==> src/rtl/iob_vexriscv_dbus_bridge.sv <==
// iob_vexriscv_dbus_bridge
//   Bridges the VexRiscv dBus cmd/rsp stream onto the IOb native bus.
//   Commands are queued in a small FIFO; the head is issued to memory one
//   transaction at a time. Only reads produce a response. Misaligned
//   commands never reach memory: reads get a local error response, writes
//   are dropped, and both bump a saturating error counter.
// Ports:
//   clk, rst             clock, asynchronous active-low reset
//   cmd_*                VexRiscv dBus command (valid/ready handshake)
//   rsp_*                one-cycle read response pulse
//   m_*                  IOb native request / completion
//   err_count            saturating count of misaligned commands
module iob_vexriscv_dbus_bridge #(
  parameter int ADDR_W     = 32,
  parameter int DATA_W     = 32,
  parameter int FIFO_DEPTH = 2
) (
  input  logic                clk,
  input  logic                rst,
  input  logic                cmd_valid,
  output logic                cmd_ready,
  input  logic                cmd_wr,
  input  logic [ADDR_W-1:0]   cmd_address,
  input  logic [DATA_W-1:0]   cmd_data,
  input  logic [DATA_W/8-1:0] cmd_mask,
  input  logic [1:0]          cmd_size,
  output logic                rsp_valid,
  output logic [DATA_W-1:0]   rsp_data,
  output logic                rsp_error,
  output logic                m_valid,
  output logic [ADDR_W-1:0]   m_address,
  output logic [DATA_W-1:0]   m_wdata,
  output logic [DATA_W/8-1:0] m_wstrb,
  input  logic [DATA_W-1:0]   m_rdata,
  input  logic                m_ready,
  output logic [7:0]          err_count
);
  localparam int STRB_W = DATA_W/8;
  localparam int PTR_W  = $clog2(FIFO_DEPTH);
  localparam int CNT_W  = PTR_W + 1;

  // size only matters for the alignment check, so only its outcome is kept
  typedef struct packed {
    logic              wr;
    logic              mis;
    logic [STRB_W-1:0] mask;
    logic [DATA_W-1:0] data;
    logic [ADDR_W-1:0] addr;
  } entry_t;

  typedef enum logic [1:0] {IDLE, ISSUE, ERR} state_t;

  state_t            state_q, state_d;
  entry_t            fifo_q [FIFO_DEPTH];
  logic [PTR_W-1:0]  wr_ptr_q, wr_ptr_d, rd_ptr_q, rd_ptr_d, rd_nxt;
  logic [CNT_W-1:0]  count_q, count_d;
  logic              m_valid_q, m_valid_d;
  logic [ADDR_W-1:0] m_address_q, m_address_d;
  logic [DATA_W-1:0] m_wdata_q, m_wdata_d;
  logic [STRB_W-1:0] m_wstrb_q, m_wstrb_d;
  logic              rsp_valid_q, rsp_valid_d;
  logic [DATA_W-1:0] rsp_data_q, rsp_data_d;
  logic              rsp_error_q, rsp_error_d;
  logic [7:0]        err_count_q, err_count_d;

  entry_t push_entry, head, nxt;
  logic   push, pop, load, empty, full, next_avail, next_mis;

  assign full      = (count_q == CNT_W'(FIFO_DEPTH));
  assign empty     = (count_q == '0);
  assign cmd_ready = !full;
  assign push      = cmd_valid && !full;
  assign rd_nxt    = rd_ptr_q + PTR_W'(1);
  assign head      = fifo_q[rd_ptr_q];
  assign nxt       = fifo_q[rd_nxt];

  always_comb begin
    push_entry      = '0;
    push_entry.wr   = cmd_wr;
    push_entry.mask = cmd_mask;
    push_entry.data = cmd_data;
    push_entry.addr = cmd_address;
    case (cmd_size)
      2'd0:    push_entry.mis = 1'b0;
      2'd1:    push_entry.mis = cmd_address[0];
      2'd2:    push_entry.mis = |cmd_address[1:0];
      default: push_entry.mis = 1'b1;
    endcase
  end

  // Head that follows a pop: the second stored entry, or the command being
  // pushed in the same cycle when only one entry is stored.
  assign next_avail = (count_q > CNT_W'(1)) || push;
  assign next_mis   = (count_q > CNT_W'(1)) ? nxt.mis : push_entry.mis;

  always_comb begin
    state_d     = state_q;
    m_valid_d   = m_valid_q;
    m_address_d = m_address_q;
    m_wdata_d   = m_wdata_q;
    m_wstrb_d   = m_wstrb_q;
    rsp_valid_d = 1'b0;
    rsp_data_d  = rsp_data_q;
    rsp_error_d = rsp_error_q;
    err_count_d = err_count_q;
    pop         = 1'b0;
    load        = 1'b0;
    case (state_q)
      IDLE: if (!empty) begin
        if (head.mis) state_d = ERR;
        else begin
          state_d = ISSUE;
          load    = 1'b1;
        end
      end
      ISSUE: begin
        if (!m_valid_q) load = 1'b1;  // re-arm after a back-to-back completion
        else if (m_ready) begin
          pop       = 1'b1;
          m_valid_d = 1'b0;
          if (!head.wr) begin
            rsp_valid_d = 1'b1;
            rsp_data_d  = m_rdata;
            rsp_error_d = 1'b0;
          end
          if (next_avail) state_d = next_mis ? ERR : ISSUE;
          else            state_d = IDLE;
        end
      end
      ERR: begin
        pop = 1'b1;
        if (!head.wr) begin
          rsp_valid_d = 1'b1;
          rsp_data_d  = '0;
          rsp_error_d = 1'b1;
        end
        if (err_count_q != 8'hFF) err_count_d = err_count_q + 8'd1;
        state_d = IDLE;
      end
      default: state_d = IDLE;
    endcase
    if (load) begin
      m_valid_d   = 1'b1;
      m_address_d = head.addr;
      m_wdata_d   = head.data;
      m_wstrb_d   = head.wr ? head.mask : '0;
    end
  end

  always_comb begin
    wr_ptr_d = wr_ptr_q + PTR_W'(push);
    rd_ptr_d = rd_ptr_q + PTR_W'(pop);
    count_d  = count_q + CNT_W'(push) - CNT_W'(pop);
  end

  // storage carries no reset: occupancy is tracked by the pointers
  always_ff @(posedge clk) begin
    if (push) fifo_q[wr_ptr_q] <= push_entry;
  end

  always_ff @(posedge clk or negedge rst) begin
    if (!rst) begin
      state_q     <= IDLE;
      wr_ptr_q    <= '0;
      rd_ptr_q    <= '0;
      count_q     <= '0;
      m_valid_q   <= 1'b0;
      m_address_q <= '0;
      m_wdata_q   <= '0;
      m_wstrb_q   <= '0;
      rsp_valid_q <= 1'b0;
      rsp_data_q  <= '0;
      rsp_error_q <= 1'b0;
      err_count_q <= '0;
    end else begin
      state_q     <= state_d;
      wr_ptr_q    <= wr_ptr_d;
      rd_ptr_q    <= rd_ptr_d;
      count_q     <= count_d;
      m_valid_q   <= m_valid_d;
      m_address_q <= m_address_d;
      m_wdata_q   <= m_wdata_d;
      m_wstrb_q   <= m_wstrb_d;
      rsp_valid_q <= rsp_valid_d;
      rsp_data_q  <= rsp_data_d;
      rsp_error_q <= rsp_error_d;
      err_count_q <= err_count_d;
    end
  end

  assign m_valid   = m_valid_q;
  assign m_address = m_address_q;
  assign m_wdata   = m_wdata_q;
  assign m_wstrb   = m_wstrb_q;
  assign rsp_valid = rsp_valid_q;
  assign rsp_data  = rsp_data_q;
  assign rsp_error = rsp_error_q;
  assign err_count = err_count_q;
endmodule

==> config.mk <==
export PLATFORM = sky130hd
export DESIGN_NAME = iob_vexriscv_dbus_bridge
export DESIGN_NICKNAME = d
export VERILOG_FILES = /design/src/rtl/iob_vexriscv_dbus_bridge.sv
export SDC_FILE = /design/constraint.sdc
export NUM_CORES = 1
export LEC_CHECK = 0
export ABC_AREA = 1
export ABC_CLOCK_PERIOD_IN_PS = 4100
export CORE_MARGIN = 10
export CORE_UTILIZATION = 51
export CTS_BUF_LIST = sky130_fd_sc_hd__clkbuf_8 sky130_fd_sc_hd__clkbuf_16
export CTS_CLUSTER_SIZE = 14
export DETAILED_ROUTE_END_ITERATION = 8
export GPL_TIMING_DRIVEN = 0
export HOLD_SLACK_MARGIN = 0.06
export PLACE_DENSITY = 0.88
export REMOVE_ABC_BUFFERS = 1
export SLEW_MARGIN = 10
export SYNTH_ARGS = -nofsm -noshare
export SYNTH_HDL_FRONTEND = slang
export SYNTH_SLANG_ARGS = --single-unit
==> constraint.sdc <==
create_clock -name clk -period 4.1 [get_ports clk]
set_input_delay 0.82 -clock clk [delete_from_list [all_inputs] [get_ports clk]]
set_output_delay 0.82 -clock clk [all_outputs]
set_load 0.02 [all_outputs]
* Word level (Yosys, flattened, before mapping)
Memory sizes are Yosys's and may differ from the RTL's.
Index checks and enable logic that the tools add are counted.
** Cells by class
- Add/sub/neg operators :: 6
- Magnitude comparators :: 1
- Equality and inequality tests :: 11
- Muxes and demuxes :: 37
- Reduce and logical (&&, ||, !) cells :: 12
** Operators with widths (count)
- $mux 32 :: 4
- $pmux 32 s2 :: 1
- $mux 1 :: 19
- $mux 2 :: 6
- $ne 2x2->1 const B :: 5
- $add 8x1->8 const B :: 1
- $ne 8x8->1 const B :: 1
- $pmux 1 s2 :: 4
- $eq 2x2->1 const B :: 3
- $logic_not 2->1 :: 3
- $reduce_and 5->1 :: 1
- $eq 2x1->1 const B :: 2
- $mux 4 :: 1
- $pmux 2 s2 :: 1
- $reduce_bool 2->1 :: 2
- $pmux 1 s3 :: 1
- $reduce_and 3->1 :: 1
- $add 1x1->1 :: 2
- $add 2x1->2 :: 1
- $gt 2x1->1 const B :: 1
- $reduce_and 2->1 :: 1
- $reduce_or 2->1 :: 1
- $sub 2x1->2 :: 1
- $add 1x1->1 const B :: 1
- other kinds (3) :: 3
** Word-level totals
- Register bits :: 117
- Memory bits (writable) :: 140
- Bits of input ports :: 107
- Output and inout port bits :: 112
- Logic and storage cells :: 80
- Memories kept :: 1
** Memory list
- fifo_q :: words 2, bits a word 70, read ports 2, clocked after memory_dff 0, wr ports 1, line 54 : entry_t fifo_q [FIFO_DEPTH];

* Depth between registers and ports, before layout
Gate-level depths: netlist of run 1.
- Depth in word-level cells :: 8
- Gate-level depth with buffers :: 11
- Depth with buffers taken out :: 11

* Worst setup path before layout of run 1
No wires, ideal clock.
- Kind :: input port to flip-flop
- Start :: input port cmd_valid
- End :: memory fifo_q[1][0] (netlist bit), enable pin
- Setup time :: 0.436 ns
- Arrival time :: 2.641 ns
- Data required time :: 3.664 ns
- Slack :: 1.023 ns
- Stages :: 3
- Buffers on the path :: 0
- Cell sequence :: nand2_1 -> inv_1 -> ha_1
** On the way
- Cells in the longest elaborated chain, start to end :: 3
** Ends and longest elaborated chain
- from (decl) :: line 20 : input logic cmd_valid,
- $logic_and 1x1->1 :: line 72 : assign push = cmd_valid && !full;
- $mux 1 :: line 158 : if (push) fifo_q[wr_ptr_q] <= push_entry;
- $mux 1 (implied by the code) :: line 158
- to (decl) :: line 54
No other way between the ends.

* Worst setup path in the final report of run 1
- Start :: register rd_ptr_q
- End :: register m_address_q[9], in the netlist m_address[9]
** On the way
- Cells in the longest elaborated chain, start to end :: 4
** Ends and longest elaborated chain
- from (decl) :: line 55 : logic [PTR_W-1:0] wr_ptr_q, wr_ptr_d, rd_ptr_q, rd_ptr_d, rd_nxt;
- from (signal assigned) :: line 178 : rd_ptr_q <= rd_ptr_d;
- $mem_v2 2x70 *
- $mux 1 :: line 110 : if (head.mis) state_d = ERR;
- $mux 1 :: line 109 : IDLE: if (!empty) begin
- $pmux 1 s2 :: line 108 : case (state_q)
- to (signal assigned) :: line 181 : m_address_q <= m_address_d;
- to (decl) :: line 58 : logic [ADDR_W-1:0] m_address_q, m_address_d;
Mark *: on every way between the ends. The rest lies on a longest branch, timed or not.
A chain may end at the register's enable or synchronous reset.

==> results of run 1 <==
-- worst max-delay path, delay by kind of cell, from the launching register on --
kind	cells	cell delay (ps)
simple gates	5	1240
buf+inv	3	1100
compound gates	1	250
flops	1	610
-- sequential cells by signal, summed over array words and instances, names as in the netlist, 2 cells and up --
register   flops
count_q        2
err_count      8
fifo_q       140
m_address     32
m_wdata       32
m_wstrb        4
rsp_data      32
state_q        2
-- per-layer routing --
metal	part of all wire, %	vias up	GRT usage, %
li1	-	3460	-
met1	40	3526	23.6
met2	49	306	32.7
met3	9.5	37	6.70
met4	2.0	0	5.05
met5	0	-	0
-- stage by stage --
step	TNS, ps	cell area [um^2]	worst slack [ps]	power, mW
2_1_floorplan	0	9830	180	6.32
3_3_place_gp	-604580	12300	-2710	8.04
3_5_place_dp	0	12500	689	8.27
4_1_cts	0	13400	664	10.6
5_1_grt	0	13400	391	11.2
6_report	0	13400	658	10.5
-- cell type report --
type	count	area, um^2
Sequential cell	257	7140
Fill cell	1347	6100
Multi-Input combinational cell	601	2640
Timing Repair Buffer	224	2330
Clock buffer	28	689
Tap cell	265	332
Clock inverter	21	141
Inverter	25	96.3
Antenna cell	1	2.50
-- power breakdown --
group	internal (mW)	switching [mW]
logic	1.61	2.56
clock network	1.33	0.941
registers	3.63	0.417
total	6.57	3.91
-- final timing paths --
path	from	end	slack (ps)	cells past startpoint
min reg2reg	rsp_data[1]$_DFFE_PN0P_	rsp_data[1]$_DFFE_PN0P_	480	2
min in group clk	rsp_data[1]$_DFFE_PN0P_	rsp_data[1]$_DFFE_PN0P_	480	2
min	rst	rsp_data[4]$_DFFE_PN0P_	260	1
max in group asynchronous	rst	rd_ptr_q$_DFF_PN0_	3110	2
max	rd_ptr_q$_DFF_PN0_	m_address[9]$_DFFE_PN0P_	660	9
max reg2reg	rd_ptr_q$_DFF_PN0_	m_address[9]$_DFFE_PN0P_	660	9
-- cells by family after synthesis --
group	Yosys count	synth area share [%]
AO/OA/AOI/OAI	46	2.88
XOR/XNOR	8	0.695
adder cells (fa/ha/maj)	8	0.993
buffers and inverters	72	3.49
flip-flops	257	70.7
AND/OR/NAND/NOR	539	21.2
-- placed cells by master, fill, tap and decap left out, types with 7 or more instances in the layout --
| cell type | Yosys | layout |
|---|---|---|
| nor2_1 | 13 | 13 |
| edfxtp_1 | 140 | 140 |
| clkbuf_16 | 0 | 27 |
| dfrtp_1 | 117 | 116 |
| nand2_1 | 443 | 443 |
| o21ai_2 | 14 | 14 |
| o21ai_1 | 17 | 17 |
| nand3_1 | 74 | 74 |
| o21ai_0 | 7 | 7 |
| inv_1 | 23 | 33 |
| clkdlybuf4s50_1 | 0 | 217 |
==> report_table.html, run 1 <==
<table>
<tr><th>Metric</th><th>Value</th></tr>
<tr><th colspan="2">Clocking</th></tr>
<tr><td>Sinks on Clock Net</td><td>257</td></tr>
<tr><td>Number of gates resized after CTS</td><td>0</td></tr>
<tr><td>Maximum buffer depth of the clock tree</td><td>3</td></tr>
<tr><td>Clock slew seen by the registers of the worst setup and hold paths</td><td>60 ps</td></tr>
<tr><td>Root Buffer Master</td><td>clkbuf_16</td></tr>
<tr><td>Number of buffers inserted to repair setup after CTS</td><td>0</td></tr>
<tr><td>TritonCTS buffer count</td><td>27</td></tr>
<tr><td>TritonCTS clock tree</td><td>built</td></tr>
<tr><td>CTS Hold Buffers Added</td><td>0</td></tr>
<tr><td>Worst-Skew Late Latency</td><td>approximately 520 ps</td></tr>
<tr><td>Level count of the clock H-tree</td><td>1</td></tr>
<tr><th colspan="2">Finish</th></tr>
<tr><td>Fraction of layout instances using a drive strength above 1</td><td>5.88%</td></tr>
<tr><td>Non-filler cells, final</td><td>1422</td></tr>
<tr><td>Core Util, Final</td><td>roughly 69%</td></tr>
<tr><td>Area growth from synthesis to final layout</td><td>32.5%</td></tr>
<tr><td>Number of nets in the finished design</td><td>between 1000 and 1500</td></tr>
<tr><th colspan="2">Setup path</th></tr>
<tr><td>CP peak stage delay</td><td>640 ps</td></tr>
<tr><td>Crit path max fanout</td><td>72</td></tr>
<tr><td>Crit-path most repeated cell</td><td>nand2_1</td></tr>
<tr><td>Cells along the critical path</td><td>buf_16 -&gt; inv_4 -&gt; nand2_1 -&gt; a21oi_2 -&gt; nand2_4 -&gt; buf_16 -&gt; nand2_4 -&gt; nand2_1 -&gt; nand2_1</td></tr>
<tr><td>CP max stage cell</td><td>nand2_4</td></tr>
<tr><td>Data required time at the worst endpoint</td><td>4550 ps</td></tr>
<tr><td>Type of the worst setup path</td><td>reg2reg</td></tr>
<tr><td>Endpoint kind of the worst setup timing path</td><td>register</td></tr>
<tr><td>Critical path data arrival time</td><td>3890 ps</td></tr>
<tr><td>Startpoint Class</td><td>register</td></tr>
<tr><th colspan="2">Placed design</th></tr>
<tr><td>Gpl congestion</td><td>around 0.83</td></tr>
<tr><td>Placed Instances</td><td>1372</td></tr>
<tr><td>Port Buffers</td><td>218</td></tr>
<tr><td>Detailed Place HPWL</td><td>16600 um</td></tr>
<tr><th colspan="2">Logic synthesis</th></tr>
<tr><td>Primary FF master, synth</td><td>edfxtp_1</td></tr>
<tr><td>Cells after synthesis</td><td>930</td></tr>
<tr><td>Count of yosys warnings during synthesis</td><td>0</td></tr>
<tr><td>Post-synthesis sequential area ratio</td><td>between 70% and 80%</td></tr>
<tr><td>Fraction of registers with async set or reset after synthesis</td><td>45.5%</td></tr>
<tr><td>Most instantiated library cell after synthesis</td><td>nand2_1</td></tr>
<tr><td>Number of flops mapped to enable cells by yosys</td><td>140</td></tr>
<tr><td>Top cell type's share of synthesized area</td><td>41.7%</td></tr>
<tr><td>Post-synth top area cell</td><td>edfxtp_1</td></tr>
<tr><td>Syn Area/Cell</td><td>10.8 um^2</td></tr>
<tr><td>Cell area after synthesis</td><td>10100 um^2</td></tr>
<tr><td>Most used standard cells in the synthesized netlist</td><td>443 x nand2_1, 140 x edfxtp_1, 117 x dfrtp_1</td></tr>
<tr><td>Top cells by area, synth</td><td>edfxtp_1 42%, dfrtp_1 29%, nand2_1 16%</td></tr>
<tr><td>Number of distinct library cell variants in the gate-level netlist after synthesis</td><td>27</td></tr>
<tr><td>Flop and latch count out of synthesis</td><td>~260</td></tr>
<tr><th colspan="2">STA</th></tr>
<tr><td>Final-layout worst hold slack</td><td>257 ps</td></tr>
<tr><td>Actual slew at the worst max-slew pin</td><td>approximately 880 ps</td></tr>
<tr><td>Maximum clock frequency</td><td>around 290 MHz</td></tr>
<tr><td>RSZ-0062 raised after global routing</td><td>false</td></tr>
<tr><td>Final slew viol count</td><td>0</td></tr>
<tr><td>Final Hold Violating Endpoints</td><td>0</td></tr>
<tr><td>Final count of negative-setup-slack endpoints</td><td>0</td></tr>
<tr><td>Skew final</td><td>11.2 ps</td></tr>
<tr><td>Worst slew margin relative to its limit</td><td>41.5%</td></tr>
<tr><td>Period utilisation layout</td><td>around 84%</td></tr>
<tr><td>Post-layout minimum cycle time</td><td>3440 ps</td></tr>
<tr><th colspan="2">Routing</th></tr>
<tr><td>First-pass iteration count of the detailed router</td><td>5</td></tr>
<tr><td>WL final</td><td>25600 um</td></tr>
<tr><td>Wire length per cell</td><td>roughly 18 um</td></tr>
<tr><td>First DRT Iteration DRCs</td><td>701</td></tr>
<tr><td>Total DRC errors in the routed layout</td><td>0</td></tr>
<tr><td>Post-DRT Antenna Nets</td><td>0</td></tr>
<tr><td>Total vias in the final route</td><td>7329</td></tr>
<tr><td>Vias per cell</td><td>between 5 and 6</td></tr>
<tr><th colspan="2">GRT</th></tr>
<tr><td>First-pass GRT wire length</td><td>40600 um</td></tr>
<tr><td>Initial antenna violation count</td><td>1</td></tr>
<tr><td>Aggregate global routing overflow</td><td>0</td></tr>
<tr><td>Overall routing resource usage</td><td>19.5%</td></tr>
<tr><td>Maximum number of pins on one net before global-route repair</td><td>73</td></tr>
<tr><td>Via count of the first global-routing pass</td><td>7515</td></tr>
<tr><th colspan="2">Floorplan</th></tr>
<tr><td>Floorplan Core Area</td><td>19500 um^2</td></tr>
<tr><td>Die outline width</td><td>between 150 and 200 um</td></tr>
<tr><td>Top-level I/O count</td><td>219</td></tr>
<tr><td>Row count</td><td>51</td></tr>
<tr><td>Die extent in y</td><td>161 um</td></tr>
<tr><td>Initial standard-cell utilization of the core</td><td>51.8%</td></tr>
<tr><td>Area of the die</td><td>25800 um^2</td></tr>
<tr><th colspan="2">Run status</th></tr>
<tr><td>Result of the run</td><td>complete, no violations</td></tr>
<tr><th colspan="2">Power</th></tr>
<tr><td>Maximum vdd ir drop</td><td>about 430 uV</td></tr>
<tr><td>Static Leak</td><td>slightly below 6 nW</td></tr>
<tr><td>Cell area power density</td><td>784 nW/um^2</td></tr>
<tr><th colspan="2">Hold path</th></tr>
<tr><td>Worst hold path class</td><td>in2async</td></tr>
<tr><th colspan="2">Run</th></tr>
<tr><td>Max-cap violations</td><td>0</td></tr>
</table>
No activity file was read; power rests on OpenSTA's default activity.
==> run 2, diff against run 1 <==
Settings changed: ABC_CLOCK_PERIOD_IN_PS 4100 to 3000, CORE_UTILIZATION 51 to 46, PLACE_DENSITY 0.88 to 0.84.
Clock period 4.1 ns to 3 ns, I/O delays scaled along.
==> report_table.html, run 2 (synthesis results as in run 1) <==
<table>
<tr><th>Metric</th><th>Value</th></tr>
<tr><th colspan="2">Run status</th></tr>
<tr><td>Result of the run</td><td>complete, no violations</td></tr>
<tr><th colspan="2">Floorplan</th></tr>
<tr><td>Die extent in y</td><td>168 um</td></tr>
<tr><td>Die outline width</td><td>168 um</td></tr>
<tr><td>Floorplan Core Area</td><td>21700 um^2</td></tr>
<tr><td>Area of the die</td><td>28200 um^2</td></tr>
<tr><td>Top-level I/O count</td><td>219</td></tr>
<tr><td>Initial standard-cell utilization of the core</td><td>46.5%</td></tr>
<tr><td>Row count</td><td>54</td></tr>
<tr><th colspan="2">STA</th></tr>
<tr><td>Final-layout worst hold slack</td><td>between 400 and 500 ps</td></tr>
<tr><td>Final Hold Violating Endpoints</td><td>0</td></tr>
<tr><td>RSZ-0062 raised after global routing</td><td>false</td></tr>
<tr><td>Worst slew margin relative to its limit</td><td>53.8%</td></tr>
<tr><td>Final count of negative-setup-slack endpoints</td><td>0</td></tr>
<tr><td>Maximum clock frequency</td><td>361 MHz</td></tr>
<tr><td>Actual slew at the worst max-slew pin</td><td>693 ps</td></tr>
<tr><td>Worst setup margin</td><td>around 230 ps</td></tr>
<tr><td>Skew final</td><td>18.3 ps</td></tr>
<tr><td>Period utilisation layout</td><td>92.3%</td></tr>
<tr><td>Final slew viol count</td><td>0</td></tr>
<tr><td>Post-layout minimum cycle time</td><td>2770 ps</td></tr>
<tr><th colspan="2">Setup path</th></tr>
<tr><td>Data required time at the worst endpoint</td><td>3450 ps</td></tr>
<tr><td>Cells along the critical path</td><td>inv_16 -&gt; nand2_1 -&gt; a21oi_2 -&gt; nand2_4 -&gt; buf_12 -&gt; nand2_4 -&gt; buf_12 -&gt; nand2_1 -&gt; nand2_1</td></tr>
<tr><td>Crit path max fanout</td><td>72</td></tr>
<tr><td>Type of the worst setup path</td><td>reg2reg</td></tr>
<tr><td>CP peak stage delay</td><td>620 ps</td></tr>
<tr><td>Crit-path most repeated cell</td><td>nand2_1</td></tr>
<tr><td>Endpoint kind of the worst setup timing path</td><td>register</td></tr>
<tr><td>Startpoint Class</td><td>register</td></tr>
<tr><td>Worst reg2reg path depth</td><td>9</td></tr>
<tr><td>CP max stage cell</td><td>dfrtp_4</td></tr>
<tr><td>Slack of the worst reg-to-reg path</td><td>230 ps</td></tr>
<tr><td>Capture point of the worst reg-to-reg path</td><td>m_address[1]$_DFFE_PN0P_</td></tr>
<tr><td>Critical path data arrival time</td><td>3220 ps</td></tr>
<tr><td>R2r startpoint</td><td>rd_ptr_q$_DFF_PN0_</td></tr>
<tr><th colspan="2">GRT</th></tr>
<tr><td>Maximum number of pins on one net before global-route repair</td><td>73</td></tr>
<tr><td>Via count of the first global-routing pass</td><td>7419</td></tr>
<tr><td>Initial antenna violation count</td><td>2</td></tr>
<tr><td>First-pass GRT wire length</td><td>40300 um</td></tr>
<tr><td>Overall routing resource usage</td><td>roughly 17%</td></tr>
<tr><td>Aggregate global routing overflow</td><td>0</td></tr>
<tr><th colspan="2">Power</th></tr>
<tr><td>Cell area power density</td><td>1060 nW/um^2</td></tr>
<tr><td>Static Leak</td><td>5.89 nW</td></tr>
<tr><td>Maximum vdd ir drop</td><td>521 uV</td></tr>
<tr><th colspan="2">Routing</th></tr>
<tr><td>First-pass iteration count of the detailed router</td><td>5</td></tr>
<tr><td>WL final</td><td>25500 um</td></tr>
<tr><td>Vias per cell</td><td>~5</td></tr>
<tr><td>Wire length per cell</td><td>17.8 um</td></tr>
<tr><td>Total DRC errors in the routed layout</td><td>0</td></tr>
<tr><td>Post-DRT Antenna Nets</td><td>0</td></tr>
<tr><td>Total vias in the final route</td><td>7211</td></tr>
<tr><td>First DRT Iteration DRCs</td><td>588</td></tr>
<tr><th colspan="2">Placed design</th></tr>
<tr><td>Placed Instances</td><td>1388</td></tr>
<tr><td>Post-Place Worst Slack</td><td>-294 ps</td></tr>
<tr><td>Port Buffers</td><td>218</td></tr>
<tr><td>Detailed Place HPWL</td><td>~16000 um</td></tr>
<tr><td>Gpl congestion</td><td>0.791</td></tr>
<tr><th colspan="2">Finish</th></tr>
<tr><td>Top register by number of flip-flops</td><td>fifo_q</td></tr>
<tr><td>Non-filler cells, final</td><td>about 1400</td></tr>
<tr><td>Area growth from synthesis to final layout</td><td>32.6%</td></tr>
<tr><td>Most used cells in the layout excluding fill and tap cells</td><td>443 x nand2_1, 217 x clkdlybuf4s50_1, 140 x edfxtp_1</td></tr>
<tr><td>Number of nets in the finished design</td><td>1253</td></tr>
<tr><td>Fraction of layout instances using a drive strength above 1</td><td>5.70%</td></tr>
<tr><td>Number of fill cells</td><td>1661</td></tr>
<tr><td>Flip-flop count of the largest register, all copies and words added</td><td>140</td></tr>
<tr><td>Inserted Diodes</td><td>0</td></tr>
<tr><td>Most common cell after layout, fill and taps aside</td><td>nand2_1</td></tr>
<tr><th colspan="2">Clocking</th></tr>
<tr><td>Clock slew seen by the registers of the worst setup and hold paths</td><td>60 ps</td></tr>
<tr><td>Sinks on Clock Net</td><td>257</td></tr>
<tr><td>Worst-Skew Late Latency</td><td>520 ps</td></tr>
<tr><td>TritonCTS clock tree</td><td>built</td></tr>
<tr><td>Level count of the clock H-tree</td><td>1</td></tr>
<tr><td>TritonCTS buffer count</td><td>26</td></tr>
<tr><td>Maximum buffer depth of the clock tree</td><td>3</td></tr>
<tr><td>Root Buffer Master</td><td>clkbuf_16</td></tr>
<tr><th colspan="2">Run</th></tr>
<tr><td>Max-cap violations</td><td>0</td></tr>
<tr><th colspan="2">Hold path</th></tr>
<tr><td>Number of instances on the worst hold path</td><td>2</td></tr>
<tr><td>Hold-critical path endpoint</td><td>rsp_data[26]$_DFFE_PN0P_</td></tr>
<tr><td>Launch instance of the worst min-delay path</td><td>rsp_data[26]$_DFFE_PN0P_</td></tr>
<tr><td>Worst hold path class</td><td>reg2reg</td></tr>
</table>
run 2: changes by cell type in the layout (fill, tap and decap cells not counted):
cell           change
diode_2            -1
clkinvlp_4         +1
inv_4              -1
bufinv_16          -2
inv_1              -3
clkinv_2           -2
buf_12             +1
buf_6              +1
clkinv_1           +5
dlygate4sd3_1      +1
clkbuf_8           -1
inv_16             +1
run 2: cell type report:
type / instances / area (um^2) / share of cell area [%]
clock buffers: 27 / 676 / 5.05
clock inverters: 20 / 86.3 / 0.646
inverters: 25 / 110 / 0.824
multi-input cells: 601 / 2640 / 19.8
well taps: 280 / 350 / 2.62
repair buffers: 227 / 2370 / 17.7
flip-flops and latches: 257 / 7140 / 53.4
run 2: through the flow:
stage / instance area, um^2 / utilization (%) / setup TNS, ps / power, mW
finish: 13400 / 61.6 / 0 / 14.1
global route: 13400 / 61.6 / 0 / 15.1
CTS: 13300 / 61.5 / 0 / 14.3
detailed placement: 12600 / 57.9 / -9310 / 11.3
global placement: 12400 / 57.0 / -984980 / 11.0
floorplan: 9830 / - / -73240 / 8.64
run 2: layer usage:
metal / GRT usage [%] / share of wire, % / vias to the layer above
li1: - / - / 3441
met1: 21.6 / 41 / 3470
met2: 28.7 / 48 / 264
met3: 6.31 / 9.5 / 34
met4: 3.44 / 1.4 / 2
met5: 0 / 0.051 / -
run 2: how the worst max path moves through the flow:
stage	startpoint	endpoint	slack (ps)	cells after the start
floorplan	rd_ptr_q$_DFF_PN0_	m_wstrb[0]$_DFFE_PN0P_	-920	7
finish	rd_ptr_q$_DFF_PN0_	m_address[1]$_DFFE_PN0P_	230	9
global route	rd_ptr_q$_DFF_PN0_	m_address[0]$_DFFE_PN0P_	20	9
detailed placement	rd_ptr_q$_DFF_PN0_	m_address[1]$_DFFE_PN0P_	-290	9
CTS	rd_ptr_q$_DFF_PN0_	m_address[1]$_DFFE_PN0P_	9	9
global placement	rd_ptr_q$_DFF_PN0_	m_wstrb[3]$_DFFE_PN0P_	-3940	7
run 2: what timing repair did:
action / 4_1_cts / 5_1_grt
pin swaps: 0 / 0
hold buffers: 1 / 0
buffers inserted: 0 / 1
endpoints found under the setup margin: 69 / 36
endpoints found under the hold margin: 20 / 0
resized for setup: 2 / 2
run 2: power breakdown:
| group | internal (mW) | switching, mW | total, mW | leakage, nW |
|---|---|---|---|---|
| clock network | 1.61 | 1.27 | 2.88 | 0.396 |
| registers | 4.96 | 0.562 | 5.52 | 2.78 |
| logic | 2.23 | 3.50 | 5.73 | 2.71 |
run 2: worst max-delay path: cells and delay by family (launching register included):
kind	cells	cell delay, ps
and+or+nand+nor	5	910
DFF	1	620
AOI/OAI and AO/OA	1	220
buffers and inverters	3	810
